**src/rtl/d2e_pipe_reg.sv**
```systemverilog
// Decode-to-Execute pipeline register with load-use hazard detection,
// bubble insertion, execute-busy hold, redirect flush and a saturating stall counter.
module d2e_pipe_reg #(
  parameter int unsigned XLEN = 32,
  parameter int unsigned OPW  = 5,
  parameter int unsigned CNTW = 16
) (
  input  logic            clk_i,
  input  logic            rst_n_i,
  input  logic            D_valid_i,
  input  logic [XLEN-1:0] D_pc_i,
  input  logic [XLEN-1:0] D_fwdA_i,
  input  logic [XLEN-1:0] D_fwdB_i,
  input  logic [XLEN-1:0] D_imm_i,
  input  logic [OPW-1:0]  D_op_i,
  input  logic [4:0]      D_rs1_i,
  input  logic [4:0]      D_rs2_i,
  input  logic            D_use_rs1_i,
  input  logic            D_use_rs2_i,
  input  logic            D_need_dstE_i,
  input  logic [4:0]      D_dstE_i,
  input  logic            D_sel_reg_i,
  input  logic            E_busy_i,
  input  logic            E_redirect_i,
  output logic            E_valid_o,
  output logic [XLEN-1:0] E_pc_o,
  output logic [XLEN-1:0] E_valA_o,
  output logic [XLEN-1:0] E_valB_o,
  output logic [XLEN-1:0] E_imm_o,
  output logic [OPW-1:0]  E_op_o,
  output logic            E_need_dstE_o,
  output logic [4:0]      E_dstE_o,
  output logic            E_sel_reg_o,
  output logic            D_stall_o,
  output logic [CNTW-1:0] stall_cnt_o
);

  typedef struct packed {
    logic            valid;
    logic [XLEN-1:0] pc;
    logic [XLEN-1:0] val_a;
    logic [XLEN-1:0] val_b;
    logic [XLEN-1:0] imm;
    logic [OPW-1:0]  op;
    logic            need_dste;
    logic [4:0]      dste;
    logic            sel_reg;
  } e_regs_t;

  e_regs_t         e_q, e_d;
  logic [CNTW-1:0] cnt_q, cnt_d;
  logic            luse;
  logic            rs1_hit, rs2_hit;

  always_comb begin
    // Only an in-flight load (result from memory) into a non-zero register stalls.
    rs1_hit = D_use_rs1_i & (D_rs1_i == e_q.dste);
    rs2_hit = D_use_rs2_i & (D_rs2_i == e_q.dste);
    luse    = D_valid_i & e_q.valid & e_q.need_dste & ~e_q.sel_reg &
              (e_q.dste != 5'd0) & (rs1_hit | rs2_hit);
    D_stall_o = ~E_redirect_i & (E_busy_i | luse);

    e_d   = e_q;
    cnt_d = cnt_q;
    if (E_redirect_i) begin
      e_d = '0;
    end else if (E_busy_i) begin
      e_d = e_q;
    end else if (luse) begin
      e_d = '0;
      if (cnt_q != '1) cnt_d = cnt_q + CNTW'(1);
    end else begin
      e_d.valid     = D_valid_i;
      e_d.pc        = D_pc_i;
      e_d.val_a     = D_fwdA_i;
      e_d.val_b     = D_fwdB_i;
      e_d.imm       = D_imm_i;
      e_d.op        = D_op_i;
      e_d.need_dste = D_need_dstE_i & D_valid_i;
      e_d.dste      = D_dstE_i;
      e_d.sel_reg   = D_sel_reg_i;
    end
  end

  always_ff @(posedge clk_i) begin
    if (!rst_n_i) begin
      e_q   <= '0;
      cnt_q <= '0;
    end else begin
      e_q   <= e_d;
      cnt_q <= cnt_d;
    end
  end

  assign E_valid_o     = e_q.valid;
  assign E_pc_o        = e_q.pc;
  assign E_valA_o      = e_q.val_a;
  assign E_valB_o      = e_q.val_b;
  assign E_imm_o       = e_q.imm;
  assign E_op_o        = e_q.op;
  assign E_need_dstE_o = e_q.need_dste;
  assign E_dstE_o      = e_q.dste;
  assign E_sel_reg_o   = e_q.sel_reg;
  assign stall_cnt_o   = cnt_q;

endmodule

```
**config.mk**
```make
export PLATFORM = sky130hd
export DESIGN_NAME = d2e_pipe_reg
export DESIGN_NICKNAME = d
export VERILOG_FILES = /design/src/rtl/d2e_pipe_reg.sv
export SDC_FILE = /design/constraint.sdc
export NUM_CORES = 1
export LEC_CHECK = 0
export CAP_MARGIN = 20
export CORE_MARGIN = 8
export CORE_UTILIZATION = 40
export DETAILED_ROUTE_END_ITERATION = 16
export GPL_ROUTABILITY_DRIVEN = 0
export PLACE_DENSITY = 0.91
export SLEW_MARGIN = 0
export SYNTH_ARGS = -nofsm -noshare
export SYNTH_HDL_FRONTEND = slang
export SYNTH_SLANG_ARGS = --single-unit
export TNS_END_PERCENT = 10
```
**constraint.sdc**
```tcl
create_clock -name clk_i -period 2.98 [get_ports clk_i]
set_clock_uncertainty 0.1 [all_clocks]
set_input_delay 0.596 -clock clk_i [delete_from_list [all_inputs] [get_ports clk_i]]
set_output_delay 0.596 -clock clk_i [all_outputs]
set_load 0.1 [all_outputs]
```
### Yosys cells after proc, flatten, opt, wreduce, memory -nomap -nowiden

Cells that the tools add are included.

* register bits: 157
* input port bits: 157
* output and inout bits: 158
* logic and storage cells: 33

* $add $sub $neg: 1
* equality and inequality tests: 3
* mux-type cells: 1
* bitwise gates (word level): 15
* reduce and logical (&&, ||, !) cells: 3

Operators with widths (count)
* two-way mux 141 bit: 1
* adder 16 x 1 -> 16 bit (second input constant): 1
* != test 16 bit (second input constant): 1
* equality test 5 bit: 2
* AND 1 bit: 9
* nonzero test 5 bit: 1
* inverter 1 bit: 4
* AND reduction 4 bit: 1
* OR 1 bit: 2
* OR reduction 2 bit: 1

### Longest topological paths before layout

Gate-level depths: netlist (run 1).

* depth after elaboration: 7
* depth in mapped cells: 8

### Least setup slack after synthesis (run 1)

Ideal clock, no wire load.

* path kind: flip-flop to output port
* start point: reg e_q (netlist bit E_dstE_o[4])
* end point: out D_stall_o
* data arrival time: 3294 ps
* required time: 2284 ps
* setup slack: -1010 ps
* stages on the path, launching flop included: 6
* cell sequence: dfxtp_1 xnor2_1 nand4_1 o22ai_1 nand2b_1 a21oi_1

* cells in the longest elaborated chain, start to end: 6
* elaborated cells on any way between the ends: 10
* classes of those cells: 2 x eq/ne; 7 x bitwise; 1 x reduce/logical

Ends and longest elaborated chain
* start, declared: line 50 `e_regs_t e_q, e_d;`
* start signal, assigned: line 87 `e_q <= '0;`
* start signal, assigned: line 90 `e_q <= e_d;`
* equality test 5 bit, on equally long branches: line 57, 58
* AND 1 bit, on equally long branches: line 57, 58
* OR 1 bit: line 60 `(e_q.dste != 5'd0) & (rs1_hit | rs2_hit);`
* AND 1 bit *: line 60
* OR 1 bit *: line 61 `D_stall_o = ~E_redirect_i & (E_busy_i | luse);`
* AND 1 bit *: line 61
* end, declared: line 34 `output logic D_stall_o,`

Every way passes the cells marked *; elsewhere a longest branch is shown, timed or not.

### Worst setup path after layout (run 1)

* start point: in D_rs1_i[4]
* end point: out D_stall_o

* cells in the longest elaborated chain, start to end: 6

Ends and longest elaborated chain
* start, declared: line 16 `input logic [4:0] D_rs1_i,`
* equality test 5 bit: line 57 `rs1_hit = D_use_rs1_i & (D_rs1_i == e_q.dste);`
* AND 1 bit: line 57
* OR 1 bit: line 60
* AND 1 bit: line 60
* OR 1 bit: line 61
* AND 1 bit: line 61

No other way between the ends.

==> results.sh, run 1 <==
export IMPL_fillerInstances=915
export IMPL_diodes=0
export IMPL_r2r_slack_ns=0.49
export IMPL_slowest_stage="clkdlybuf4s50_1"
export IMPL_numCtsBuffers=17
export IMPL_synth_async_reset_ratio_pct=0
export IMPL_end_kind="output pin"
export IMPL_layout_setup_ws_ns=0.153
export IMPL_synthAdderAreaFrac_pct=0.237
export IMPL_clock_sinks=157
export IMPL_finalCritPeriodShare_pct=94.9
export IMPL_final_nets=898
export IMPL_h_tree_depth=4
export IMPL_synth_top_family_by_area="compound AO/OA/AOI/OAI gates"
export IMPL_fp_dieW_um=131
export IMPL_port_buffers=314
export IMPL_clk_latency_ns=0.41
export IMPL_grt_usage_pct=20.7
export IMPL_path_clk_slew_ns=0.06
export IMPL_drt_iter0_markers=472
export IMPL_r2r_end="E_valA_o[8]"
export IMPL_vias_per_cell=5.22
export IMPL_ant_nets=0
export IMPL_min_to="E_pc_o[11]"
export IMPL_area_growth_pct=65.2
export IMPL_yosys_area_share_simple_pct=6.74
export IMPL_fin_util_pct=66.6
export IMPL_total_power_mw=5.22
export IMPL_first_global_vias=5086
export IMPL_ys_types=38
export IMPL_hp_start="E_pc_o[11]"
export IMPL_final_max_slew_viol_count=0
export IMPL_design_area_um2=8710
export IMPL_die_area_um2=17100
export IMPL_post_cts_resized=0
export IMPL_dp_slack_ns=0.114
export IMPL_crit_fanout=4
export IMPL_netlist_instances=435
export IMPL_rows=42
export IMPL_rsz0062_at_grt="no"
export IMPL_post_dp_cell_area_um2=8140
export IMPL_drive_gt1_share_pct=27.3
export IMPL_core_area_um2=13100
export IMPL_netlist_area_um2=5280
export IMPL_ys_ff_latch=157
export IMPL_synth_xor_area_share_pct=2.49
export IMPL_initial_core_util_pct=40.3
export IMPL_worst_r2r_path_depth=6
export IMPL_ys_flop_type="dfxtp_1"
export IMPL_setup_viol=0
export IMPL_worst_slew_pin_slew_ns=0.663
export IMPL_worst_endpoint_arrival_ns=2.13
export IMPL_hold_violations=0
export IMPL_grt_max_degree=140
export IMPL_ioPinCount=315
export IMPL_relSlewSlack_pct=55.8
export IMPL_pwr_density_cell_nw_per_um2=599
export IMPL_start_kind="input port"
export IMPL_grt_pass1_wl_mm=27.3
export IMPL_irDropWorstVdd_mv=0.340
export IMPL_hold_buffers=0
export IMPL_routed_wl_mm=18.5
export IMPL_routedWlPerCell_um=20.0
export IMPL_fin_crit_ns=2.83
export IMPL_synth_compound_area_share_pct=25.1
export IMPL_hpwl_mm=13.7
export IMPL_status="finished clean"
export IMPL_tns_ns=0
export IMPL_crit_type="in -> out"
export IMPL_p_leak_nw=3.68
export IMPL_dr_pass1_iters=4
export IMPL_root_buffer="clkbuf_16"
export IMPL_gr_total_overflow=0
export IMPL_die_y_um=131
export IMPL_critical_path_max_stage_delay_ns=0.50
export IMPL_cts_tree="done"
export IMPL_syn_num_nets=593
export IMPL_vias=4845
export IMPL_drc=0
export IMPL_seqCellArea_um2=3150
export IMPL_syn_area_per_cell_um2=12.1
export IMPL_grt_antenna_before_repair=0
export IMPL_synth_edf_count=0
export IMPL_seq_area_frac_synth_pct=59.6
export IMPL_crit_chain="clkdlybuf4s50_1 > xnor2_1 > nand4_1 > o22ai_1 > nand2b_1 > a21oi_4 > buf_12"
export IMPL_clock_fmax_mhz=354
export IMPL_cts_buffer_depth=2
export IMPL_post_cts_buffers=0
export IMPL_synth_mux_area_share_pct=1.14
export IMPL_hold_depth=1
export IMPL_crit_required_ns=2.28
export IMPL_ys_warn_count=0
export IMPL_multiInputGateArea_um2=1900
export IMPL_drv_cap=0
export IMPL_r2r_start="E_dstE_o[0]"
export IMPL_hp_class="reg -> reg"
## state kept, by name, summed over array words and instances (netlist names)
register,cells
E_valA_o,32
E_sel_reg_o,1
E_need_dstE_o,1
E_dstE_o,5
stall_cnt_o,16
E_pc_o,32
E_op_o,5
E_valB_o,32
E_imm_o,32
E_valid_o,1
## cell families after synthesis
group | after synthesis
compound gates | 154
mux | 6
xor+xnor | 15
simple gates | 62
fa+ha+maj | 1
buf+inv | 40
flops | 157
## synth_stat cells (all sizes together), types with 2 or more instances
cell | count | area share [%]
o311ai | 2 | 0.33
or2 | 2 | 0.24
dfxtp | 157 | 60
a22o | 139 | 23
or4 | 2 | 0.28
nand2b | 7 | 0.83
xnor2 | 14 | 2.3
nor4 | 6 | 0.83
buf | 16 | 3.0
nand2 | 14 | 1.0
nor2 | 5 | 0.36
inv | 6 | 0.43
nor2b | 3 | 0.36
nand3 | 7 | 0.66
or3 | 3 | 0.36
a21boi | 3 | 0.43
clkbuf | 18 | 1.3
o21ai | 3 | 0.28
mux2i | 6 | 1.1
nand4 | 5 | 0.59
o41ai | 2 | 0.33
and2 | 4 | 0.47
## metrics by stage
stage,hold slack [ns],std cells
floorplan,0.629,435
global placement,0.356,897
detailed placement,0.357,897
CTS,0.376,928
global route,0.387,928
finish,0.372,928
## metal layers
metal  vias to the layer above  GRT usage [%]  share of wire, %
met4                         0           9.66               2.3
met5                         -              0                 0
met2                       271           35.8                50
met1                      2288           22.2                37
met3                        28           7.63                11
li1                       2258              -                 -
## worst max-delay path, delay by kind of cell
kind / cells / cell delay (ns)
XOR/XNOR: 1 / 0.13
AND/OR/NAND/NOR: 2 / 0.29
AO/OA/AOI/OAI: 2 / 0.43
buffers and inverters: 2 / 0.69
## worst max-delay path by stage
stage                              from  slack, ns              end  cells after the start
after floorplan           E_need_dstE_o       0.11        D_stall_o                      4
after global placement       D_rs1_i[1]       0.18        D_stall_o                      7
after detailed placement     D_rs1_i[1]       0.11  stall_cnt_o[10]                      8
after CTS                    D_rs1_i[1]       0.16        D_stall_o                      7
after global routing         D_rs1_i[1]       0.03        D_stall_o                      7
final                        D_rs1_i[4]       0.15        D_stall_o                      7
## layout make-up
| cell class | count | share of cell area [%] |
|---|---|---|
| well taps | 176 | 2.53 |
| clock buffers | 20 | 5.36 |
| inverters | 6 | 0.258 |
| multi-input cells | 238 | 21.8 |
| repair buffers | 320 | 32.6 |
| clock inverters | 11 | 1.26 |
| flip-flops and latches | 157 | 36.1 |
## layout by cell type, fill, tap and decap left out, types with 4 or more instances in the layout
master / instances
buf_4: 160
clkdlybuf4s50_1: 156
dfxtp_1: 152
a22o_1: 139
clkbuf_16: 17
xnor2_1: 14
nand2_1: 14
nand2b_1: 7
nand3_1: 7
inv_1: 6
mux2i_1: 6
dfxtp_2: 5
nand4_1: 5
nor4_1: 5
nor2_1: 4
and2_1: 4
buf_12: 4
## power breakdown
group,switching [mW],internal [mW],total [mW]
registers,0.0421,2.16,2.20
logic,0.602,0.326,0.928
clock network,0.866,1.22,2.09
total,1.51,3.71,5.22
No activity file was read; power rests on OpenSTA's default activity.
==> run 2, diff against run 1 <==
--- a/constraint.sdc
+++ b/constraint.sdc
@@ -3,3 +3,3 @@
 set_input_delay 0.596 -clock clk_i [delete_from_list [all_inputs] [get_ports clk_i]]
 set_output_delay 0.596 -clock clk_i [all_outputs]
-set_load 0.1 [all_outputs]
+set_load 0.01 [all_outputs]
==> run 2 against run 1 <==
Net effect:
- first-iteration DRC count shrank 25%
- sequential power is essentially flat
- combinational power shrank 44%
- sequential share of layout area shrank 1.6 points
- count of clock-buffer cells in the layout grew 2
- critical path depth shrank 2
- highest routed layer unchanged
==> results.sh, run 2 (synthesis gave the netlist of run 1 again) <==
export IMPL_status="finished clean"
export IMPL_grt_usage_pct=21.7
export IMPL_die_area_um2=17100
export IMPL_routed_wl_mm=19.2
export IMPL_dr_pass1_iters=5
export IMPL_first_global_vias=5252
export IMPL_ioPinCount=315
export IMPL_fillerInstances=910
export IMPL_worst_slew_pin_slew_ns=0.492
export IMPL_start_kind="flop"
export IMPL_slowest_stage="or4_1"
export IMPL_p_leak_nw=3.38
export IMPL_hold_depth=1
export IMPL_hold_violations=0
export IMPL_final_common_cell="clkdlybuf4s50_1"
export IMPL_vias=4876
export IMPL_r2r_slack_ns=0.33
export IMPL_highest_layer="met4"
export IMPL_gr_total_overflow=0
export IMPL_crit_type="reg -> out"
export IMPL_numCtsBuffers=17
export IMPL_cts_buffer_depth=2
export IMPL_r2r_start="E_dstE_o[1]"
export IMPL_hp_class="reg -> reg"
export IMPL_crit_required_ns=2.28
export IMPL_crit_chain="or4_1 > o21ai_1 > nand2b_1 > a21oi_1 > dlygate4sd2_1"
export IMPL_clock_sinks=157
export IMPL_clock_fmax_mhz=357
export IMPL_min_to="E_valB_o[25]"
export IMPL_clk_latency_ns=0.41
export IMPL_cp_num_buf_inv=1
export IMPL_ant_nets=0
export IMPL_setup_viol=0
export IMPL_root_buffer="clkbuf_16"
export IMPL_fp_dieW_um=131
export IMPL_port_buffers=314
export IMPL_end_kind="output pin"
export IMPL_fin_crit_ns=2.80
export IMPL_h_tree_depth=4
export IMPL_crit_fanout=5
export IMPL_critical_path_top_delay_family="simple AND/OR/NAND/NOR gates"
export IMPL_core_area_um2=13100
export IMPL_die_y_um=131
export IMPL_drc=0
export IMPL_worst_endpoint_arrival_ns=2.11
export IMPL_diodes=0
export IMPL_rsz0062_at_grt="no"
export IMPL_post_cts_buffers=0
export IMPL_wl_met3_mm=2.16
export IMPL_routedWlPerCell_um=20.6
export IMPL_grt_antenna_before_repair=0
export IMPL_wl_met2_mm=9.44
export IMPL_worst_r2r_path_depth=7
export IMPL_total_power_mw=4.83
export IMPL_final_max_slew_viol_count=0
export IMPL_drv_cap=0
export IMPL_irDropWorstVdd_mv=0.337
export IMPL_final_cell_mix="313 x clkdlybuf4s50_1, 157 x dfxtp_1, 139 x a22o_1"
export IMPL_grt_pass1_wl_mm=28.5
export IMPL_area_growth_pct=72.4
export IMPL_post_cts_resized=1
export IMPL_pwr_density_cell_nw_per_um2=531
export IMPL_rows=42
export IMPL_relSlewSlack_pct=67.2
export IMPL_hp_start="E_valB_o[25]"
export IMPL_path_clk_slew_ns=0.06
export IMPL_final_nets=901
export IMPL_cts_tree="done"
export IMPL_finalCritPeriodShare_pct=94.1
export IMPL_wl_met1_mm=6.82
export IMPL_dp_cells=900
export IMPL_initial_core_util_pct=40.3
export IMPL_drt_iter0_markers=353
export IMPL_drive_gt1_share_pct=5.69
export IMPL_hold_buffers=0
export IMPL_vias_per_cell=5.23
export IMPL_stdcell_count=932
export IMPL_grt_max_degree=92
export IMPL_hpwl_mm=14.5
export IMPL_r2r_end="E_valB_o[27]"
export IMPL_critical_path_max_stage_delay_ns=0.54
-- run 2: cell types whose count changed in the layout (fill, tap and decap cells not counted), sizes merged --
cell	previous run	this run
bufinv	1	2
clkbuf	20	22
inv	9	7
clkinv	4	3
dlygate4sd2	0	1
clkinvlp	3	4
buf	164	9
clkdlybuf4s50	156	313
-- run 2: cell type report --
class / instances / area, um^2 / area share (%)
repair buffers: 323 / 3230 / 35.6
inverters: 6 / 22.5 / 0.248
clock buffers: 22 / 464 / 5.10
well taps: 176 / 220 / 2.42
multi-input cells: 238 / 1900 / 20.9
flip-flops and latches: 157 / 3140 / 34.6
clock inverters: 10 / 114 / 1.25
-- run 2: power breakdown --
group | switching [mW] | internal (mW) | total [mW]
combinational | 0.176 | 0.347 | 0.524
sequential | 0.0408 | 2.16 | 2.20
clock | 0.826 | 1.28 | 2.10
total | 1.04 | 3.79 | 4.83
-- run 2: how the worst max path moves through the flow --
| stage | startpoint | to | slack (ns) | cells past startpoint |
|---|---|---|---|---|
| 2_1_floorplan | D_rs1_i[1] | D_stall_o | 0.75 | 5 |
| 3_3_place_gp | D_rs1_i[2] | D_stall_o | -0.04 | 7 |
| 3_5_place_dp | D_rs1_i[2] | D_stall_o | -0.1 | 7 |
| 4_1_cts | D_rs1_i[2] | D_stall_o | 0.17 | 7 |
| 5_1_grt | D_rs1_i[2] | D_stall_o | 0.03 | 7 |
| 6_report | E_dstE_o[1] | D_stall_o | 0.18 | 5 |
-- run 2: metrics by stage --
step                      utilization [%]  worst slack [ns]  setup TNS, ns  hold slack [ns]  area [um^2]
after detailed placement             65.1           -0.0966        -0.0966            0.356         8510
after floorplan                         -             0.746              0            0.398         5280
after global placement               65.1           -0.0439        -0.0439            0.354         8510
after global routing                 69.5            0.0312              0            0.386         9100
after CTS                            69.5             0.167              0            0.374         9090
final                                69.5             0.176              0            0.372         9100
-- run 2: per-layer routing --
layer / vias up / global-route usage [%]
met1: 2298 / 22.7
met4: 0 / 11.5
li1: 2265 / -
met3: 49 / 9.62
met5: - / 0
met2: 264 / 36.3
